<file path="src/rtl/ram_arbiter_pkg.sv">
// ram_arbiter_pkg: shared constants for the data-RAM arbiter.
//   - arb_state_e : scheduler states; the state records the last grantee,
//                   which is what drives the round-robin choice.
//   - owner_e     : tag carried with an issued read so the returned data
//                   can be steered to the right master's rvalid.
//   - DEF_*       : default RAM geometry and lock bound.
package ram_arbiter_pkg;

  localparam int DEF_ADDR_W   = 8;
  localparam int DEF_DATA_W   = 16;
  localparam int DEF_MAX_LOCK = 8;

  typedef enum logic [1:0] {
    ST_IDLE  = 2'd0,
    ST_OWN0  = 2'd1,
    ST_OWN1  = 2'd2,
    ST_LOCK1 = 2'd3
  } arb_state_e;

  typedef enum logic {
    OWNER_M0 = 1'b0,
    OWNER_M1 = 1'b1
  } owner_e;

endpackage

</file>
<file path="src/rtl/ram_arbiter_sched.sv">
// rr_lock_sched: grant scheduler for the two-master RAM arbiter.
//   clk, rst        : clock, synchronous active-high reset
//   m0_req, m1_req  : pending transfer requests
//   m1_lock         : master 1 asks to keep the RAM for a burst
//   m0_gnt, m1_gnt  : one-hot (or zero) combinational grants
// Round-robin between the masters; master 1 may hold a lock for at most
// MAX_LOCK consecutive grants while master 0 is waiting.
module rr_lock_sched
  import ram_arbiter_pkg::*;
#(
  parameter int MAX_LOCK = DEF_MAX_LOCK
) (
  input  logic clk,
  input  logic rst,
  input  logic m0_req,
  input  logic m1_req,
  input  logic m1_lock,
  output logic m0_gnt,
  output logic m1_gnt
);

  localparam int               CNT_W   = $clog2(MAX_LOCK + 1);
  localparam logic [CNT_W-1:0] CNT_MAX = CNT_W'(MAX_LOCK);
  localparam logic [CNT_W-1:0] CNT_ONE = CNT_W'(1);

  arb_state_e       state_q, state_d;
  logic [CNT_W-1:0] lock_cnt_q, lock_cnt_d;
  logic             m1_first;

  // Grant decision and next-state / lock-counter computation.
  always_comb begin
    state_d    = state_q;
    lock_cnt_d = lock_cnt_q;
    m0_gnt     = 1'b0;
    m1_gnt     = 1'b0;
    m1_first   = 1'b0;
    if (rst) begin
      // No grants while in reset; the flops are cleared below.
      state_d    = ST_IDLE;
      lock_cnt_d = '0;
    end else if ((state_q == ST_LOCK1) && m1_req && m1_lock) begin
      if ((lock_cnt_q == CNT_MAX) && m0_req) begin
        // Lock budget spent and m0 waiting: m0 takes this slot.
        m0_gnt     = 1'b1;
        state_d    = ST_OWN0;
        lock_cnt_d = '0;
      end else begin
        // Counter saturates if m0 never shows up.
        m1_gnt     = 1'b1;
        state_d    = ST_LOCK1;
        lock_cnt_d = (lock_cnt_q == CNT_MAX) ? lock_cnt_q : lock_cnt_q + CNT_ONE;
      end
    end else begin
      // Plain round-robin. A dropped lock counts as "m1 was last", so m0 wins a tie.
      m1_first   = (state_q == ST_OWN0);
      lock_cnt_d = '0;
      if (m0_req && (!m1_req || !m1_first)) begin
        m0_gnt  = 1'b1;
        state_d = ST_OWN0;
      end else if (m1_req) begin
        m1_gnt = 1'b1;
        if (m1_lock) begin
          state_d    = ST_LOCK1;
          lock_cnt_d = CNT_ONE;
        end else begin
          state_d = ST_OWN1;
        end
      end else begin
        state_d = ST_IDLE;
      end
    end
  end

  // State and lock-counter registers.
  always_ff @(posedge clk) begin
    if (rst) begin
      state_q    <= ST_IDLE;
      lock_cnt_q <= '0;
    end else begin
      state_q    <= state_d;
      lock_cnt_q <= lock_cnt_d;
    end
  end

endmodule

</file>
<file path="src/rtl/ram_arbiter.sv">
// ram_arbiter: shares a single-port synchronous data RAM between the CPU
// load/store path (master 0) and the loader/debug port (master 1).
//   clk, rst                  : clock, synchronous active-high reset
//   mX_req/wr/addr/wdata      : master X transfer request
//   m1_lock                   : master 1 burst lock request
//   mX_gnt                    : request accepted this cycle (combinational)
//   mX_rvalid, mX_rdata       : read return, two cycles after acceptance
//   m0_stall                  : CPU must freeze while its request waits
//   ram_rd/wr/addr/wdata      : registered RAM pins
//   ram_rdata                 : RAM output, valid one cycle after ram_rd
module ram_arbiter
  import ram_arbiter_pkg::*;
#(
  parameter int ADDR_W   = DEF_ADDR_W,
  parameter int DATA_W   = DEF_DATA_W,
  parameter int MAX_LOCK = DEF_MAX_LOCK
) (
  input  logic              clk,
  input  logic              rst,
  input  logic              m0_req,
  input  logic              m0_wr,
  input  logic [ADDR_W-1:0] m0_addr,
  input  logic [DATA_W-1:0] m0_wdata,
  input  logic              m1_req,
  input  logic              m1_wr,
  input  logic [ADDR_W-1:0] m1_addr,
  input  logic [DATA_W-1:0] m1_wdata,
  input  logic              m1_lock,
  output logic              m0_gnt,
  output logic              m1_gnt,
  output logic              m0_rvalid,
  output logic              m1_rvalid,
  output logic [DATA_W-1:0] m0_rdata,
  output logic [DATA_W-1:0] m1_rdata,
  output logic              m0_stall,
  output logic              ram_rd,
  output logic              ram_wr,
  output logic [ADDR_W-1:0] ram_addr,
  output logic [DATA_W-1:0] ram_wdata,
  input  logic [DATA_W-1:0] ram_rdata
);

  logic              ram_rd_q, ram_rd_d;
  logic              ram_wr_q, ram_wr_d;
  logic [ADDR_W-1:0] ram_addr_q, ram_addr_d;
  logic [DATA_W-1:0] ram_wdata_q, ram_wdata_d;
  owner_e            issue_tag_q, issue_tag_d;
  logic              m0_rvalid_q, m0_rvalid_d;
  logic              m1_rvalid_q, m1_rvalid_d;

  rr_lock_sched #(.MAX_LOCK(MAX_LOCK)) u_sched (
    .clk     (clk),
    .rst     (rst),
    .m0_req  (m0_req),
    .m1_req  (m1_req),
    .m1_lock (m1_lock),
    .m0_gnt  (m0_gnt),
    .m1_gnt  (m1_gnt)
  );

  assign m0_stall = m0_req & ~m0_gnt;

  // Issue stage: the accepted transfer goes to the RAM pins on the next edge;
  // addr/wdata hold when nothing is accepted.
  always_comb begin
    ram_rd_d    = 1'b0;
    ram_wr_d    = 1'b0;
    ram_addr_d  = ram_addr_q;
    ram_wdata_d = ram_wdata_q;
    issue_tag_d = issue_tag_q;
    if (m0_gnt) begin
      ram_rd_d    = ~m0_wr;
      ram_wr_d    = m0_wr;
      ram_addr_d  = m0_addr;
      ram_wdata_d = m0_wdata;
      issue_tag_d = OWNER_M0;
    end else if (m1_gnt) begin
      ram_rd_d    = ~m1_wr;
      ram_wr_d    = m1_wr;
      ram_addr_d  = m1_addr;
      ram_wdata_d = m1_wdata;
      issue_tag_d = OWNER_M1;
    end else begin
      ram_rd_d = 1'b0;
    end
    // The tag of the read on the pins now selects who sees the data next cycle.
    m0_rvalid_d = ram_rd_q & (issue_tag_q == OWNER_M0);
    m1_rvalid_d = ram_rd_q & (issue_tag_q == OWNER_M1);
  end

  // Issue register and read-return tag pipeline.
  always_ff @(posedge clk) begin
    if (rst) begin
      ram_rd_q    <= 1'b0;
      ram_wr_q    <= 1'b0;
      ram_addr_q  <= '0;
      ram_wdata_q <= '0;
      issue_tag_q <= OWNER_M0;
      m0_rvalid_q <= 1'b0;
      m1_rvalid_q <= 1'b0;
    end else begin
      ram_rd_q    <= ram_rd_d;
      ram_wr_q    <= ram_wr_d;
      ram_addr_q  <= ram_addr_d;
      ram_wdata_q <= ram_wdata_d;
      issue_tag_q <= issue_tag_d;
      m0_rvalid_q <= m0_rvalid_d;
      m1_rvalid_q <= m1_rvalid_d;
    end
  end

  assign ram_rd    = ram_rd_q;
  assign ram_wr    = ram_wr_q;
  assign ram_addr  = ram_addr_q;
  assign ram_wdata = ram_wdata_q;
  assign m0_rvalid = m0_rvalid_q;
  assign m1_rvalid = m1_rvalid_q;
  assign m0_rdata  = ram_rdata;
  assign m1_rdata  = ram_rdata;

endmodule

</file>
<file path="config.mk">
export PLATFORM = sky130hd
export DESIGN_NAME = ram_arbiter
export DESIGN_NICKNAME = d
export VERILOG_FILES = /design/src/rtl/ram_arbiter_pkg.sv /design/src/rtl/ram_arbiter_sched.sv /design/src/rtl/ram_arbiter.sv
export SDC_FILE = /design/constraint.sdc
export NUM_CORES = 1
export LEC_CHECK = 0
export CORE_MARGIN = 2
export CORE_UTILIZATION = 38
export DETAILED_ROUTE_END_ITERATION = 12
export GPL_TIMING_DRIVEN = 0
export HOLD_SLACK_MARGIN = 0.06
export PLACE_DENSITY_LB_ADDON = 0.3
export SLEW_MARGIN = 20
export SYNTH_ARGS = -nofsm -noshare
export SYNTH_HDL_FRONTEND = slang
export SYNTH_SLANG_ARGS = --single-unit
export TNS_END_PERCENT = 1
</file>
<file path="constraint.sdc">
create_clock -name clk -period 4.8 [get_ports clk]
set_input_delay 0.96 -clock clk [delete_from_list [all_inputs] [get_ports clk]]
set_output_delay 0.96 -clock clk [all_outputs]
set_load 0.03 [all_outputs]
</file>
==> results.toml, run 1 <==
[outcome]
status = "finished clean"

[hold_path]
min_path_cells = 1
holdCritPathClass = "register to register"
holdCritStartpoint = "issue_tag_q"
hold_end = "m0_rvalid"

[clock_network]
htree_levels = 2
insertion_delay_ns = 0.28
cts.sinks = 35
clk_path_buf_depth = 2
cts.clk_slew.worst_paths_ns = 0.07
cts_hold_buf = 0
cts_tree = "built"
cts_buffers = 5
cts-root-buf = "clkbuf_8"
postCtsSetupRepairBufs = 0
cts_resized = 0

[sta]
worst_pin_slew_ns = 0.4602
slew_violations = 0
finalCritPeriodShare_pct = 84.71
relSlewSlack_pct = 69.32
timing.hold.ws_ns = 0.4640
fmax_ghz = 0.2459
setup_violations = 0
finalCriticalPeriod_ns = 4.066
clock_skew_ns = 0.007823
tns_ns = 0
rsz0062_at_grt = "no"
finalHoldViolCount = 0

[power]
power_frac_clock_pct = 25.2
pwr-share-seq_pct = 39.6
power_density_nw_per_um2 = 253.7
power.internal_mw = 0.5628
power.leakage_nw = 1.241
combPwrFrac_pct = 35.2
peakVddDrop_mv = 0.1224
p_sw_share_pct = 31.33
power_switching_mw = 0.2567

[global_route]
grt_max_degree = 11
antenna_found_initial = 0
grt_pass1_wl_um = 8445
grt_overflow = 0
track_usage_pct = 19.57
grt_pass1_vias = 1931

[drt]
firstDrtPassIters = 4
post_drt_wl_per_cell_um = 13.80
routed_wl_um = 5480
vias = 1904
vias_per_cell = 4.796
final_antenna_net_count = 0
drt_iter0_markers = 64
drcViolationCount = 0

[logic_synthesis]
ys_ff_latch = 35
syn_area_per_cell_um2 = 9.244
synth_area_um2 = 1904
synthCells = 206
ys_seq_area_share_pct = 36.79
synth_warnings = 0
synth_nets = 279
synth_cell_types = 43

[worst_setup_path]
required_ns = 3.84
startpoint_type = "input pin"
arrival_ns = 3.11
r2r_slack_ns = 3.03
r2r_start = "u_sched.lock_cnt_q[0]"
path_max_fanout = 10
endpoint_kind = "primary output"
reg2reg_to = "ram_wdata[1]"
rr_worst_depth = 6
crit_type = "input pin to primary output"

[place]
dpl_cell_area_um2 = 3149
post-place-cells = 389
gp_congestion = 0.8061
dp_hpwl_um = 4268
portBuffers = 116

[floorplan]
ios = 134
initial_utilization_pct = 39.79
row_count = 25
die-area_um2 = 5594
die_y_um = 74.79
fp.dieW_um = 74.79
coreArea_um2 = 4786

[cells_and_area]
drive_gt1_share_pct = 19.70
post-route-util_pct = 67.50
regArea_um2 = 700.7
multi_input_area_um2 = 860.8
fin_area_um2 = 3231
fillerInstances = 384
layout.nets = 402
fin_cells = 397
syn_to_final_growth_pct = 69.65
antenna_cells = 0

[job]
cap_violations = 0
metrics by stage:
stage,setup WS [ns],total power [mW]
6_report,0.7337,0.8196
2_1_floorplan,1.842,0.4900
5_1_grt,0.6248,0.8539
4_1_cts,0.7676,0.8261
3_5_place_dp,0.7659,0.6215
3_3_place_gp,0.7466,0.6182
registers in the layout, indices dropped and copies added (netlist names):
| name | count |
|---|---|
| issue_tag_q | 1 |
| m0_rvalid | 1 |
| m1_rvalid | 1 |
| ram_addr | 8 |
| ram_rd | 1 |
| ram_wdata | 16 |
| ram_wr | 1 |
| u_sched.lock_cnt_q | 4 |
| u_sched.state_q | 2 |
cell usage in the layout, fill, tap and decap left out, types with 2 or more instances in the layout:
cell	n
o21ai_0	3
o22ai_1	2
inv_1	4
clkdlybuf4s50_1	116
nor3_1	26
nor2_1	27
buf_6	4
nand3_1	2
clkbuf_1	8
clkbuf_8	5
a21oi_1	4
nand2_1	4
o221a_2	11
buf_4	33
dfxtp_1	35
ha_1	2
buf_1	2
o221a_1	13
a21boi_0	2
layer usage:
metal	global-route usage (%)	routed length [um]	part of all wire [%]	vias to the layer above
met5	0	0	0	-
met4	5.357	43	0.78	0
met3	6.961	533	9.7	2
met2	33.92	2638	48	98
met1	22.94	2263	41	840
li1	-	-	-	964
logic make-up (layout without fill, tap and decap cells):
family	count (synthesis)	count (layout)	synth area share (%)
compound gates	43	43	22.60
flops	35	35	36.79
fa+ha+maj	2	2	1.314
buf+inv	50	174	18.00
simple gates	75	75	20.76
mux	1	1	0.5256
layout make-up:
| type | instances | share of cell area, % |
|---|---|---|
| repair buffers | 116 | 35.94 |
| multi-input cells | 121 | 26.65 |
| well taps | 67 | 2.595 |
| plain buffers | 46 | 10.15 |
| flip-flops and latches | 35 | 21.69 |
| clock inverters | 1 | 0.1549 |
| clock buffers | 7 | 2.363 |
| inverters | 4 | 0.4648 |
worst max path at each step:
stage / startpoint / to / cells after the start
6_report: m1_req / m1_gnt / 6
4_1_cts: m1_req / m1_gnt / 6
3_5_place_dp: m1_req / m1_gnt / 6
3_3_place_gp: m1_req / m1_gnt / 6
5_1_grt: m1_req / m1_gnt / 6
2_1_floorplan: m1_req / m1_gnt / 4
critical path: stages:
cell,delay (ns)
clkdlybuf4s50_1,0.54
buf_4,0.21
nor2b_1,0.38
inv_1,0.14
o22ai_1,0.17
clkdlybuf4s50_1,0.70
power by group through the flow:
stage                     Combinational, mW  Clock, mW  Sequential (mW)
after CTS                             0.291      0.210            0.325
final                                 0.288      0.207            0.325
after global placement                0.287          0            0.331
after detailed placement              0.290          0            0.332
after floorplan                       0.121          0            0.369
after global routing                  0.306      0.220            0.328
synth_stat cells, drive strengths merged:
| cell type | n | area (um^2) |
|---|---|---|
| nand2b | 1 | 6.260 |
| nand2 | 5 | 21.27 |
| or2 | 1 | 6.260 |
| and3 | 2 | 17.52 |
| mux2i | 1 | 10.01 |
| nand4 | 1 | 6.260 |
| nor2 | 27 | 101.4 |
| o21ai | 3 | 15.01 |
| nor3b | 1 | 7.510 |
| and3b | 2 | 18.77 |
| o211ai | 1 | 7.510 |
| inv | 4 | 15.01 |
| o2bb2ai | 1 | 8.760 |
| and4b | 1 | 13.76 |
| ha | 2 | 25.02 |
| clkbuf | 6 | 22.52 |
| o21a | 1 | 7.510 |
| nand3 | 2 | 10.01 |
| nor2b | 2 | 15.02 |
| nor3 | 26 | 130.1 |
| nand3b | 2 | 27.53 |
| a221oi | 1 | 26.28 |
| a21oi | 4 | 20.02 |
| dfxtp | 35 | 700.7 |
| o221a | 24 | 270.3 |
| a21boi | 2 | 15.01 |
| o22ai | 2 | 12.51 |
| o31a | 1 | 10.01 |
| o311ai | 1 | 8.760 |
| or2b | 1 | 7.510 |
| or3 | 1 | 6.260 |
| o31ai | 2 | 28.78 |
| buf | 40 | 305.3 |
No activity file was read; power rests on OpenSTA's default activity.
==> run 2: changes to the inputs <==
--- a/config.mk
+++ b/config.mk
@@ -6,7 +6,7 @@
 export NUM_CORES = 1
 export LEC_CHECK = 0
 export CORE_MARGIN = 2
-export CORE_UTILIZATION = 38
+export CORE_UTILIZATION = 35
 export DETAILED_ROUTE_END_ITERATION = 12
 export GPL_TIMING_DRIVEN = 0
 export HOLD_SLACK_MARGIN = 0.06
==> constraint.sdc (replaced) <==
create_clock -name clk -period 3.8 [get_ports clk]
set_input_delay 0.76 -clock clk [delete_from_list [all_inputs] [get_ports clk]]
set_output_delay 0.76 -clock clk [all_outputs]
set_load 0.03 [all_outputs]
==> results.toml, run 2 (synthesis gave the netlist of run 1 again) <==
[drt]
drcViolationCount = 0
firstDrtPassIters = 4
drt_iter0_markers = 72
routed_wl_um = 5429
vias_per_cell = 4.905
final_antenna_net_count = 0
vias = 1957
post_drt_wl_per_cell_um = 13.61

[place]
portBuffers = 116
gp_congestion = 0.7795
dp_hpwl_um = 4209
post-place-cells = 392

[global_route]
grt_pass1_vias = 2011
antenna_found_initial = 0
grt_pass1_wl_um = 8914
track_usage_pct = 17.98
grt_overflow = 0
grt_max_degree = 11

[sta]
relSlewSlack_pct = 68.69
worst_pin_slew_ns = 0.4696
clock_skew_ns = 0.007006
finalHoldViolCount = 0
slew_violations = 0
finalCritPeriodShare_pct = 93.79
tns_ns = 0
setup_violations = 0
fmax_ghz = 0.2806
rsz0062_at_grt = "no"
finalCriticalPeriod_ns = 3.564

[cells_and_area]
largest_reg_flops = 16
fillerInstances = 425
final_cell_mix = "116 x clkdlybuf4s50_1, 35 x dfxtp_1, 33 x buf_4"
antenna_cells = 0
fin_cells = 399
layout_commonest_cell = "clkdlybuf4s50_1"
syn_to_final_growth_pct = 70.30
layout.nets = 402
drive_gt1_share_pct = 20.36

[worst_setup_path]
crit_type = "input pin to primary output"
arrival_ns = 2.80
required_ns = 3.04
rr_worst_depth = 6
reg2reg_to = "ram_addr[0]"
r2r_start = "u_sched.lock_cnt_q[0]"
endpoint_kind = "primary output"
startpoint_type = "input pin"
path_max_fanout = 10
r2r_slack_ns = 2.01

[clock_network]
cts.clk_slew.worst_paths_ns = 0.07
postCtsSetupRepairBufs = 0
insertion_delay_ns = 0.29
cts_buffers = 5
clk_path_buf_depth = 2
cts_hold_buf = 0
cts-root-buf = "clkbuf_8"
cts.sinks = 35
htree_levels = 2
cts_resized = 0
cts_tree = "built"

[floorplan]
initial_utilization_pct = 36.82
die-area_um2 = 6047
ios = 134
row_count = 26
die_y_um = 77.76
fp.dieW_um = 77.76
coreArea_um2 = 5172

[hold_path]
holdCritStartpoint = "issue_tag_q"
hold_end = "m0_rvalid"
min_path_cells = 1
holdCritPathClass = "register to register"

[power]
power.leakage_nw = 1.247
power_density_nw_per_um2 = 323.5
power.total_mw = 1.049
peakVddDrop_mv = 0.1510

[job]
cap_violations = 0

[outcome]
status = "finished clean"
==> run 2: changes by cell type in the layout (fill, tap and decap cells not counted), sizes merged <==
cell	previous run	this run
clkbuf	13	12
==> run 2: worst max-delay path by stage <==
stage | from | endpoint | slack [ns]
2_1_floorplan | m1_req | m1_gnt | 1.24
4_1_cts | m1_req | m1_gnt | 0.16
3_3_place_gp | m1_req | m1_gnt | 0.17
6_report | m1_lock | m0_gnt | 0.24
5_1_grt | m1_req | m1_gnt | 0.14
3_5_place_dp | m1_req | m1_gnt | 0.18
==> run 2: metrics by stage <==
step,utilization (%),hold WS (ns),setup slack (ns),area (um^2)
floorplan,-,0.4144,1.242,1904
global placement,60.96,0.4249,0.1675,3153
detailed placement,60.96,0.4325,0.1772,3153
CTS,62.65,0.4446,0.1580,3241
global route,62.70,0.4761,0.1372,3243
finish,62.70,0.4442,0.2362,3243
==> run 2: critical path, cell delays in order <==
cell             delay [ns]
clkdlybuf4s50_1        0.61
nor2b_2                0.11
o31ai_4                0.46
buf_6                  0.21
nor2_1                 0.04
clkdlybuf4s50_1        0.60
==> run 2: report_power, final <==
part / internal (mW) / switching (mW) / leakage [nW]
Combinational: 0.188 / 0.176 / 0.910
Sequential: 0.394 / 0.0152 / 0.290
Clock: 0.142 / 0.133 / 0.0470
Total: 0.725 / 0.324 / 1.25
==> run 2: layer usage <==
metal | up-vias | share of wire, % | routed length (um) | GRT usage (%)
li1 | 963 | - | - | -
met1 | 894 | 43 | 2338 | 21.51
met2 | 93 | 49 | 2642 | 31.72
met3 | 7 | 7.3 | 394 | 5.000
met4 | 0 | 0.99 | 54 | 4.107
met5 | - | 0 | 0 | 0
==> run 2: final cells by class <==
| type | instances | area, um^2 | area share (%) |
|---|---|---|---|
| buffer | 46 | 327.8 | 10.11 |
| inverter | 4 | 15.01 | 0.4630 |
| multi-input combinational | 121 | 863.3 | 26.62 |
| clock buffer | 6 | 82.58 | 2.546 |
| clock inverter | 1 | 5.005 | 0.1543 |
| tap | 70 | 87.58 | 2.701 |
| timing repair buffer | 116 | 1161 | 35.80 |
| sequential | 35 | 700.7 | 21.60 |
